[src/rtl/alu_share_arbiter_if.sv]
// Request, response and ALU-side signal bundle for the two-requester ALU sharer.
// Latency: none; this is wiring only. The arbiter owns all sequencing.
// Backpressure: valid/ready on request and response sides; the ALU side has none.
interface alu_share_arbiter_if #(
   parameter int XLEN  = 64,
   parameter int CNT_W = 16
);
   // Requester 0 request channel
   logic            req0_valid;
   logic            req0_ready;
   logic [2:0]      req0_funct3;
   logic [6:0]      req0_funct7;
   logic [XLEN-1:0] req0_rs1;
   logic [XLEN-1:0] req0_rs2;
   // Requester 1 request channel
   logic            req1_valid;
   logic            req1_ready;
   logic [2:0]      req1_funct3;
   logic [6:0]      req1_funct7;
   logic [XLEN-1:0] req1_rs1;
   logic [XLEN-1:0] req1_rs2;
   // Response channels; resp_data is shared and qualified by either valid
   logic            resp0_valid;
   logic            resp0_ready;
   logic            resp1_valid;
   logic            resp1_ready;
   logic [XLEN-1:0] resp_data;
   // Shared combinational ALU
   logic [2:0]      alu_funct3;
   logic [6:0]      alu_funct7;
   logic [XLEN-1:0] alu_rs1;
   logic [XLEN-1:0] alu_rs2;
   logic [XLEN-1:0] alu_rd;
   // Status
   logic            busy;
   logic [CNT_W-1:0] op_count;

   // Arbiter side
   modport slave (
      input  req0_valid, req0_funct3, req0_funct7, req0_rs1, req0_rs2,
      input  req1_valid, req1_funct3, req1_funct7, req1_rs1, req1_rs2,
      input  resp0_ready, resp1_ready, alu_rd,
      output req0_ready, req1_ready,
      output resp0_valid, resp1_valid, resp_data,
      output alu_funct3, alu_funct7, alu_rs1, alu_rs2,
      output busy, op_count
   );

   // Requester / ALU side
   modport master (
      output req0_valid, req0_funct3, req0_funct7, req0_rs1, req0_rs2,
      output req1_valid, req1_funct3, req1_funct7, req1_rs1, req1_rs2,
      output resp0_ready, resp1_ready, alu_rd,
      input  req0_ready, req1_ready,
      input  resp0_valid, resp1_valid, resp_data,
      input  alu_funct3, alu_funct7, alu_rs1, alu_rs2,
      input  busy, op_count
   );
endinterface

[src/rtl/alu_share_arbiter.sv]
// Shares one combinational RV64 ALU between two requesters with round-robin grant.
// Latency: accept edge, one EXEC cycle, result registered at the next edge; >= 3 cycles per op.
// Backpressure: result and valid held until the owner's resp_ready; no new grant until back in IDLE.
module alu_share_arbiter #(
   parameter int XLEN  = 64,
   parameter int CNT_W = 16
) (
   input logic                clk,
   input logic                rst_n,
   alu_share_arbiter_if.slave bus
);

   typedef enum logic [1:0] {
      S_IDLE = 2'd0,
      S_EXEC = 2'd1,
      S_RESP = 2'd2
   } state_t;

   state_t           state_q,       state_d;
   logic             prio_q,        prio_d;
   logic             owner_q,       owner_d;
   logic             resp0_valid_q, resp0_valid_d;
   logic             resp1_valid_q, resp1_valid_d;
   logic [XLEN-1:0]  resp_data_q,   resp_data_d;
   logic [2:0]       alu_funct3_q,  alu_funct3_d;
   logic [6:0]       alu_funct7_q,  alu_funct7_d;
   logic [XLEN-1:0]  alu_rs1_q,     alu_rs1_d;
   logic [XLEN-1:0]  alu_rs2_q,     alu_rs2_d;
   logic [CNT_W-1:0] op_count_q,    op_count_d;

   logic gnt0;
   logic gnt1;
   logic owner_rdy;

   // Grant, operand capture and sequencing: pick in IDLE, one EXEC cycle, hold in RESP
   // until the owner takes the result. prio only flips on completion, so a stalled
   // owner keeps the other requester waiting without losing its turn afterwards.
   always_comb begin
      state_d       = state_q;
      prio_d        = prio_q;
      owner_d       = owner_q;
      resp0_valid_d = resp0_valid_q;
      resp1_valid_d = resp1_valid_q;
      resp_data_d   = resp_data_q;
      alu_funct3_d  = alu_funct3_q;
      alu_funct7_d  = alu_funct7_q;
      alu_rs1_d     = alu_rs1_q;
      alu_rs2_d     = alu_rs2_q;
      op_count_d    = op_count_q;
      gnt0          = 1'b0;
      gnt1          = 1'b0;
      owner_rdy     = 1'b0;

      case (state_q)
         S_IDLE: begin
            if (bus.req0_valid && (!bus.req1_valid || !prio_q)) begin
               gnt0 = 1'b1;
            end else if (bus.req1_valid) begin
               gnt1 = 1'b1;
            end

            if (gnt0) begin
               alu_funct3_d = bus.req0_funct3;
               alu_funct7_d = bus.req0_funct7;
               alu_rs1_d    = bus.req0_rs1;
               alu_rs2_d    = bus.req0_rs2;
               owner_d      = 1'b0;
               state_d      = S_EXEC;
            end else if (gnt1) begin
               alu_funct3_d = bus.req1_funct3;
               alu_funct7_d = bus.req1_funct7;
               alu_rs1_d    = bus.req1_rs1;
               alu_rs2_d    = bus.req1_rs2;
               owner_d      = 1'b1;
               state_d      = S_EXEC;
            end
         end

         S_EXEC: begin
            // Operands have been stable on the ALU for a full cycle; capture its result.
            resp_data_d = bus.alu_rd;
            if (owner_q) begin
               resp1_valid_d = 1'b1;
            end else begin
               resp0_valid_d = 1'b1;
            end
            state_d = S_RESP;
         end

         S_RESP: begin
            // The non-owner's resp_ready is deliberately not looked at.
            owner_rdy = owner_q ? bus.resp1_ready : bus.resp0_ready;
            if (owner_rdy) begin
               resp0_valid_d = 1'b0;
               resp1_valid_d = 1'b0;
               op_count_d    = op_count_q + {{(CNT_W-1){1'b0}}, 1'b1};
               prio_d        = ~owner_q;
               state_d       = S_IDLE;
            end
         end

         default: begin
            state_d = S_IDLE;
         end
      endcase
   end

   // State and datapath registers; reset discards any in-flight op without a response.
   always_ff @(posedge clk or negedge rst_n) begin
      if (!rst_n) begin
         state_q       <= S_IDLE;
         prio_q        <= 1'b0;
         owner_q       <= 1'b0;
         resp0_valid_q <= 1'b0;
         resp1_valid_q <= 1'b0;
         resp_data_q   <= '0;
         alu_funct3_q  <= '0;
         alu_funct7_q  <= '0;
         alu_rs1_q     <= '0;
         alu_rs2_q     <= '0;
         op_count_q    <= '0;
      end else begin
         state_q       <= state_d;
         prio_q        <= prio_d;
         owner_q       <= owner_d;
         resp0_valid_q <= resp0_valid_d;
         resp1_valid_q <= resp1_valid_d;
         resp_data_q   <= resp_data_d;
         alu_funct3_q  <= alu_funct3_d;
         alu_funct7_q  <= alu_funct7_d;
         alu_rs1_q     <= alu_rs1_d;
         alu_rs2_q     <= alu_rs2_d;
         op_count_q    <= op_count_d;
      end
   end

   assign bus.req0_ready  = gnt0;
   assign bus.req1_ready  = gnt1;
   assign bus.resp0_valid = resp0_valid_q;
   assign bus.resp1_valid = resp1_valid_q;
   assign bus.resp_data   = resp_data_q;
   assign bus.alu_funct3  = alu_funct3_q;
   assign bus.alu_funct7  = alu_funct7_q;
   assign bus.alu_rs1     = alu_rs1_q;
   assign bus.alu_rs2     = alu_rs2_q;
   assign bus.busy        = (state_q != S_IDLE);
   assign bus.op_count    = op_count_q;

   // At most one grant, and never while an op is in flight.
   a_one_grant : assert property (@(posedge clk) disable iff (!rst_n)
      !(bus.req0_ready && bus.req1_ready));
   a_no_grant_busy : assert property (@(posedge clk) disable iff (!rst_n)
      (state_q != S_IDLE) |-> !(bus.req0_ready || bus.req1_ready));
   // A stalled response keeps its valid and data.
   a_resp0_hold : assert property (@(posedge clk) disable iff (!rst_n)
      (bus.resp0_valid && !bus.resp0_ready) |=> (bus.resp0_valid && $stable(bus.resp_data)));
   a_resp1_hold : assert property (@(posedge clk) disable iff (!rst_n)
      (bus.resp1_valid && !bus.resp1_ready) |=> (bus.resp1_valid && $stable(bus.resp_data)));
   // Only one response channel is ever active.
   a_one_resp : assert property (@(posedge clk) disable iff (!rst_n)
      !(bus.resp0_valid && bus.resp1_valid));

endmodule

[src/flat_wrapper.sv]
// flat-port wrapper written by rule: the top's interface ports become plain ports
module alu_share_arbiter_flat 
#(
   parameter int XLEN  = 64,
   parameter int CNT_W = 16
)
  (clk, rst_n, bus_req0_valid, bus_req0_funct3, bus_req0_funct7, bus_req0_rs1, bus_req0_rs2, bus_req1_valid, bus_req1_funct3, bus_req1_funct7, bus_req1_rs1, bus_req1_rs2, bus_resp0_ready, bus_resp1_ready, bus_alu_rd, bus_req0_ready, bus_req1_ready, bus_resp0_valid, bus_resp1_valid, bus_resp_data, bus_alu_funct3, bus_alu_funct7, bus_alu_rs1, bus_alu_rs2, bus_busy, bus_op_count);
  alu_share_arbiter_if #(.XLEN(XLEN), .CNT_W(CNT_W)) bus_i ();
  input logic clk;
  input logic rst_n;
  input wire logic [$bits(bus_i.req0_valid)-1:0] bus_req0_valid;
  input wire logic [$bits(bus_i.req0_funct3)-1:0] bus_req0_funct3;
  input wire logic [$bits(bus_i.req0_funct7)-1:0] bus_req0_funct7;
  input wire logic [$bits(bus_i.req0_rs1)-1:0] bus_req0_rs1;
  input wire logic [$bits(bus_i.req0_rs2)-1:0] bus_req0_rs2;
  input wire logic [$bits(bus_i.req1_valid)-1:0] bus_req1_valid;
  input wire logic [$bits(bus_i.req1_funct3)-1:0] bus_req1_funct3;
  input wire logic [$bits(bus_i.req1_funct7)-1:0] bus_req1_funct7;
  input wire logic [$bits(bus_i.req1_rs1)-1:0] bus_req1_rs1;
  input wire logic [$bits(bus_i.req1_rs2)-1:0] bus_req1_rs2;
  input wire logic [$bits(bus_i.resp0_ready)-1:0] bus_resp0_ready;
  input wire logic [$bits(bus_i.resp1_ready)-1:0] bus_resp1_ready;
  input wire logic [$bits(bus_i.alu_rd)-1:0] bus_alu_rd;
  output wire logic [$bits(bus_i.req0_ready)-1:0] bus_req0_ready;
  output wire logic [$bits(bus_i.req1_ready)-1:0] bus_req1_ready;
  output wire logic [$bits(bus_i.resp0_valid)-1:0] bus_resp0_valid;
  output wire logic [$bits(bus_i.resp1_valid)-1:0] bus_resp1_valid;
  output wire logic [$bits(bus_i.resp_data)-1:0] bus_resp_data;
  output wire logic [$bits(bus_i.alu_funct3)-1:0] bus_alu_funct3;
  output wire logic [$bits(bus_i.alu_funct7)-1:0] bus_alu_funct7;
  output wire logic [$bits(bus_i.alu_rs1)-1:0] bus_alu_rs1;
  output wire logic [$bits(bus_i.alu_rs2)-1:0] bus_alu_rs2;
  output wire logic [$bits(bus_i.busy)-1:0] bus_busy;
  output wire logic [$bits(bus_i.op_count)-1:0] bus_op_count;
  assign bus_i.req0_valid = bus_req0_valid;
  assign bus_i.req0_funct3 = bus_req0_funct3;
  assign bus_i.req0_funct7 = bus_req0_funct7;
  assign bus_i.req0_rs1 = bus_req0_rs1;
  assign bus_i.req0_rs2 = bus_req0_rs2;
  assign bus_i.req1_valid = bus_req1_valid;
  assign bus_i.req1_funct3 = bus_req1_funct3;
  assign bus_i.req1_funct7 = bus_req1_funct7;
  assign bus_i.req1_rs1 = bus_req1_rs1;
  assign bus_i.req1_rs2 = bus_req1_rs2;
  assign bus_i.resp0_ready = bus_resp0_ready;
  assign bus_i.resp1_ready = bus_resp1_ready;
  assign bus_i.alu_rd = bus_alu_rd;
  assign bus_req0_ready = bus_i.req0_ready;
  assign bus_req1_ready = bus_i.req1_ready;
  assign bus_resp0_valid = bus_i.resp0_valid;
  assign bus_resp1_valid = bus_i.resp1_valid;
  assign bus_resp_data = bus_i.resp_data;
  assign bus_alu_funct3 = bus_i.alu_funct3;
  assign bus_alu_funct7 = bus_i.alu_funct7;
  assign bus_alu_rs1 = bus_i.alu_rs1;
  assign bus_alu_rs2 = bus_i.alu_rs2;
  assign bus_busy = bus_i.busy;
  assign bus_op_count = bus_i.op_count;
  alu_share_arbiter #(.XLEN(XLEN), .CNT_W(CNT_W)) u_core (.clk(clk), .rst_n(rst_n), .bus(bus_i));
endmodule
[config.mk]
export PLATFORM = sky130hd
export DESIGN_NAME = alu_share_arbiter_flat
export DESIGN_NICKNAME = d
export VERILOG_FILES = /design/src/rtl/alu_share_arbiter_if.sv /design/src/rtl/alu_share_arbiter.sv /design/src/flat_wrapper.sv
export SDC_FILE = /design/constraint.sdc
export NUM_CORES = 1
export LEC_CHECK = 0
export BUFFER_PORTS_ARGS = -buffer_cell sky130_fd_sc_hd__clkbuf_2
export CAP_MARGIN = 20
export CELL_PAD_IN_SITES_DETAIL_PLACEMENT = 1
export CELL_PAD_IN_SITES_GLOBAL_PLACEMENT = 1
export CORE_AREA = 2 2 223 225
export CTS_CLUSTER_SIZE = 25
export DETAILED_ROUTE_END_ITERATION = 10
export DIE_AREA = 0 0 225 227
export GPL_ROUTABILITY_DRIVEN = 0
export PLACE_DENSITY = 0.67
export SLEW_MARGIN = 0
export SYNTH_ARGS = -nofsm -noshare
export SYNTH_HDL_FRONTEND = slang
export SYNTH_SLANG_ARGS = --single-unit
[constraint.sdc]
create_clock -name clk -period 1.51 [get_ports clk]
set_input_delay 0.0755 -clock clk [delete_from_list [all_inputs] [get_ports clk]]
set_output_delay 0.0755 -clock clk [all_outputs]
set_load 0.02 [all_outputs]
==> impl_summary.md <==
Synth
The area share of xor/xnor cells in the synthesized design is ~1.3%. The synthesized netlist cell count is 825. The total number of yosys warnings is 0. Sorting the synthesized cells by area gives the leading types as sky130_fd_sc_hd__dfrtp_1, sky130_fd_sc_hd__mux2i_1, sky130_fd_sc_hd__mux2_2. The count of cell types in the netlist is 31.

The most area-hungry cell type in the Yosys netlist is sky130_fd_sc_hd__dfrtp_1. The top flip-flop cell by instance count after synthesis is sky130_fd_sc_hd__dfrtp_1. The number of nets in the synthesized netlist is 1,172. In the synthesized netlist the async set-or-reset flop fraction comes to 100%. Yosys mapped a number of flops with a built-in enable equal to 0. Averaged over all synthesized cells, the footprint is between 10 and 15 um2. The share of the Yosys chip area taken by registers is 57.4%. After synthesis, the share of cell area in mux cells is a little over a fifth. The dominant combinational cell family by area after synthesis is multiplexers.

The synthesized-area fraction occupied by ao, oa, aoi and oai cells is 7.70%. After Yosys synthesis, and, or, nand and nor cells account for 7.60% of the synthesized area. The area share of the largest cell type after synthesis is 57.4%.

The synthesized netlist devotes less than 1% of its cell area to adder and majority cells. The post-synth design cell area is between 9000 and 10,000 um2. The flop and latch count out of synthesis is ~220.

Floorplanning
In this run the count of I/O pins placed on the die edge is 569. The initial standard-cell utilization of the core is 20.1%. The die outline width is 225 um. The floorplan step defined a die boundary enclosing 51,100 um2. The floorplan has 81 rows. Measured along the y axis, the die boundary spans between 200 and 250 um. The region available for standard cell placement spans 48,500 um2.

Finish
The total of fill cells in the finished design is 5,459. The final core area utilization is 39.0%. Summing all multi-input logic gate instances after layout gives 4040 um2. In the final layout, flip-flops and latches occupy around 5600 um2. From synthesis to final layout, the design area changed by 93.8%. The number of nets at the end of the flow is around 2,200.

The post-route netlist has around 45% of its cells at a drive strength greater than 1.

Clock tree
TritonCTS built the clock tree. The clock passes through at most 3 buffers. The number of levels the H-tree was split into is 1. The number of sinks driven by the clock tree is roughly 220. Counting the buffers created by CTS gives 26. The worst-skew pair later-pin latency is between 500 and 600 ps. The CTS clock-pin slew for the worst setup and hold paths is 60 ps.

The cell chosen for the clock root is sky130_fd_sc_hd__clkbuf_16.

Route
The count of nets left with antenna violations once routing finished came out at 0. The routed via count is about 11,000. In this run, the number of DRC markers left after iteration 0 of detailed routing was 360. The first TritonRoute pass finished after 4 iterations. In the final routed layout, each cell accounts on average for between 20 and 25 um. The post-detailed-route via-to-cell ratio is 4.45. In the routed design, unresolved DRC markers number 0. The detailed-route wire length is 51.5 mm.

GRT
The number of antenna violations at the first check in global routing was 9. The number of global-route vias before repair came to 12,525. For this run the aggregate overflow at the end of global routing stands at 0. The total global routing track utilization is 18.1%.

The pin count of the biggest net entering global routing is 52. The first-pass GRT wire length is 71.4 mm.

Timing
The count of endpoints failing setup in the final report is 127. The max-slew violation count was 0. The smallest clock period supported by the final layout is computed as 1700 ps.

The minimum hold slack is roughly 70 ps. After layout, the worst path uses 112% of the clock period. Derived from the worst setup path, the maximum achievable clock frequency is about 600 MHz. The slack of the critical path is -188 ps. The worst relative slew slack is 75.7%.

The final count of hold timing violations is 0. The worst setup skew after layout is ~11 ps. For the pin with the worst max-slew slack, the measured transition is 358 ps. Setup repair after global routing could not meet its margin everywhere.

Power
The overall power is between 0.03 and 0.04 W. The power per cell area is 1860 nW/um2. The leakage component of the power is 8.94 nW. The peak supply drop is 0.753 mV.

Setup path
The worst setup path is of the flip-flop to output port kind. The number of cells on the worst reg-to-reg path is 6. The worst-case register-to-register setup slack is -170 ps. The required arrival time at the worst endpoint is 1430 ps.

Along the worst path, the maximum fanout reaches 3. The worst setup path is captured at an output port. The startpoint of the most critical register-to-register path is u_core.prio_q. The worst setup path is launched from a flip-flop. The worst register-to-register path ends at u_core.bus.alu_rs1[49]. The endpoint arrival time on the critical path is 1620 ps.

Placed design
Port buffering added 568 buffers. Once detailed placement completed, the half-perimeter wirelength came to 27.9 mm. Timing analysis after detailed placement gives a worst setup slack of -62.0 ps.

Run
Max-cap violations in this run came to 0.

Min path
The worst min-delay path category is input port to asynchronous set/reset pin.

Run status
The run finished, with violations left. The checks that failed: setup timing.
flip-flops by register name, summed over array words and instances (netlist names):
signal,count
u_core.bus.resp0_valid,1
u_core.bus.alu_rs2,64
u_core.state_q,2
u_core.prio_q,1
u_core.bus.alu_funct7,7
u_core.bus.alu_rs1,64
u_core.owner_q,1
u_core.bus.op_count,16
u_core.bus.resp_data,64
u_core.bus.resp1_valid,1
u_core.bus.alu_funct3,3
logic make-up (layout without fill, tap and decap cells):
| logic type | Yosys count | in the layout |
|---|---|---|
| AO/OA/AOI/OAI | 146 | 146 |
| XOR/XNOR | 15 | 15 |
| adder cells (fa/ha/maj) | 1 | 1 |
| buffers and inverters | 58 | 1063 |
| flip-flops | 224 | 224 |
| multiplexers | 205 | 205 |
| other | 0 | 11 |
| AND/OR/NAND/NOR | 176 | 176 |
critical path, cell delays in order, from the launching register on:
cell	delay (ps)
sky130_fd_sc_hd__dfrtp_1	410
sky130_fd_sc_hd__a21boi_4	200
sky130_fd_sc_hd__buf_12	130
sky130_fd_sc_hd__buf_12	80
sky130_fd_sc_hd__and2_4	130
sky130_fd_sc_hd__buf_8	100
cell usage in the layout, fill, tap and decap left out, types with 2 or more instances in the layout:
master	n
sky130_fd_sc_hd__a21o_2	2
sky130_fd_sc_hd__a21oi_1	137
sky130_fd_sc_hd__a21oi_2	2
sky130_fd_sc_hd__buf_12	13
sky130_fd_sc_hd__buf_16	5
sky130_fd_sc_hd__buf_4	54
sky130_fd_sc_hd__buf_6	16
sky130_fd_sc_hd__buf_8	5
sky130_fd_sc_hd__bufinv_16	3
sky130_fd_sc_hd__clkbuf_1	9
sky130_fd_sc_hd__clkbuf_16	37
sky130_fd_sc_hd__clkbuf_2	564
sky130_fd_sc_hd__clkbuf_8	4
sky130_fd_sc_hd__clkinv_2	4
sky130_fd_sc_hd__dfrtp_1	224
sky130_fd_sc_hd__diode_2	11
sky130_fd_sc_hd__dlygate4sd3_1	345
sky130_fd_sc_hd__inv_1	3
sky130_fd_sc_hd__mux2_2	65
sky130_fd_sc_hd__mux2i_1	114
sky130_fd_sc_hd__mux2i_2	18
sky130_fd_sc_hd__mux2i_4	7
sky130_fd_sc_hd__nand2_1	9
sky130_fd_sc_hd__nand3_1	5
sky130_fd_sc_hd__nand4_1	3
sky130_fd_sc_hd__nor2_1	142
sky130_fd_sc_hd__nor2_4	2
sky130_fd_sc_hd__nor3_2	2
sky130_fd_sc_hd__nor4_4	3
sky130_fd_sc_hd__xnor2_1	10
sky130_fd_sc_hd__xor2_1	5
per-layer routing:
layer	vias up	wire length, um	share of wire, %	global-route usage (%)
met3	206	3320	6.4	4.14
met1	5356	18100	35	18.7
met4	0	3280	6.4	12.5
met2	563	26800	52	32.7
li1	4839	-	-	-
met5	-	0	0	0
metrics by stage:
stage                     TNS [ps]  area (um2)  std cells
after floorplan                  0        9770        825
after global placement           0       13800       2031
after detailed placement      -808       13800       2031
after CTS                   -15040       18300       2433
after global routing        -20740       18900       2461
final                        -9690       18900       2463
Yosys cell counts (2+ instances only):
| cell type | count |
|---|---|
| sky130_fd_sc_hd__mux2_2 | 65 |
| sky130_fd_sc_hd__inv_1 | 4 |
| sky130_fd_sc_hd__buf_4 | 15 |
| sky130_fd_sc_hd__nand3_1 | 5 |
| sky130_fd_sc_hd__nor2_1 | 145 |
| sky130_fd_sc_hd__buf_2 | 28 |
| sky130_fd_sc_hd__buf_6 | 10 |
| sky130_fd_sc_hd__dfrtp_1 | 224 |
| sky130_fd_sc_hd__a21oi_1 | 139 |
| sky130_fd_sc_hd__nor4_2 | 4 |
| sky130_fd_sc_hd__xor2_1 | 5 |
| sky130_fd_sc_hd__nand2_1 | 10 |
| sky130_fd_sc_hd__xnor2_1 | 10 |
| sky130_fd_sc_hd__nand4_1 | 3 |
| sky130_fd_sc_hd__a21o_2 | 2 |
| sky130_fd_sc_hd__nor3_1 | 3 |
| sky130_fd_sc_hd__mux2i_1 | 139 |
power by group:
| part | switching (W) | internal [W] |
|---|---|---|
| Combinational | 0.0105 | 0.00730 |
| Clock | 0.00263 | 0.00397 |
| Sequential | 0.00195 | 0.00890 |
worst max path at each step:
| stage | start | to | cells past startpoint |
|---|---|---|---|
| finish | u_core.prio_q | bus_req0_ready | 5 |
| detailed placement | u_core.state_q[1] | u_core.bus.alu_rs1[27] | 6 |
| floorplan | u_core.bus.op_count[0] | u_core.bus.op_count[10] | 5 |
| CTS | u_core.prio_q | bus_req0_ready | 5 |
| global placement | u_core.state_q[1] | u_core.bus.alu_rs1[31] | 6 |
| global route | u_core.prio_q | bus_req0_ready | 5 |
area by class of cell:
cell class	instances	area share (%)
flip-flops and latches	224	29.6
well taps	622	4.11
inverters	4	0.0925
repair buffers	1012	40.1
clock buffers	40	4.04
multi-input cells	543	21.3
diodes	11	0.145
clock inverters	7	0.582
repair_timing:
item                                    4_1_cts  5_1_grt
hold buffers                                345        0
pin swaps                                     5       15
setup buffers                                 9        8
endpoints found under the hold margin       429        0
gates cloned                                  1       13
gates resized for setup                      21       66
endpoints found under the setup margin       64      190
(Power assumes the default switching activity.)
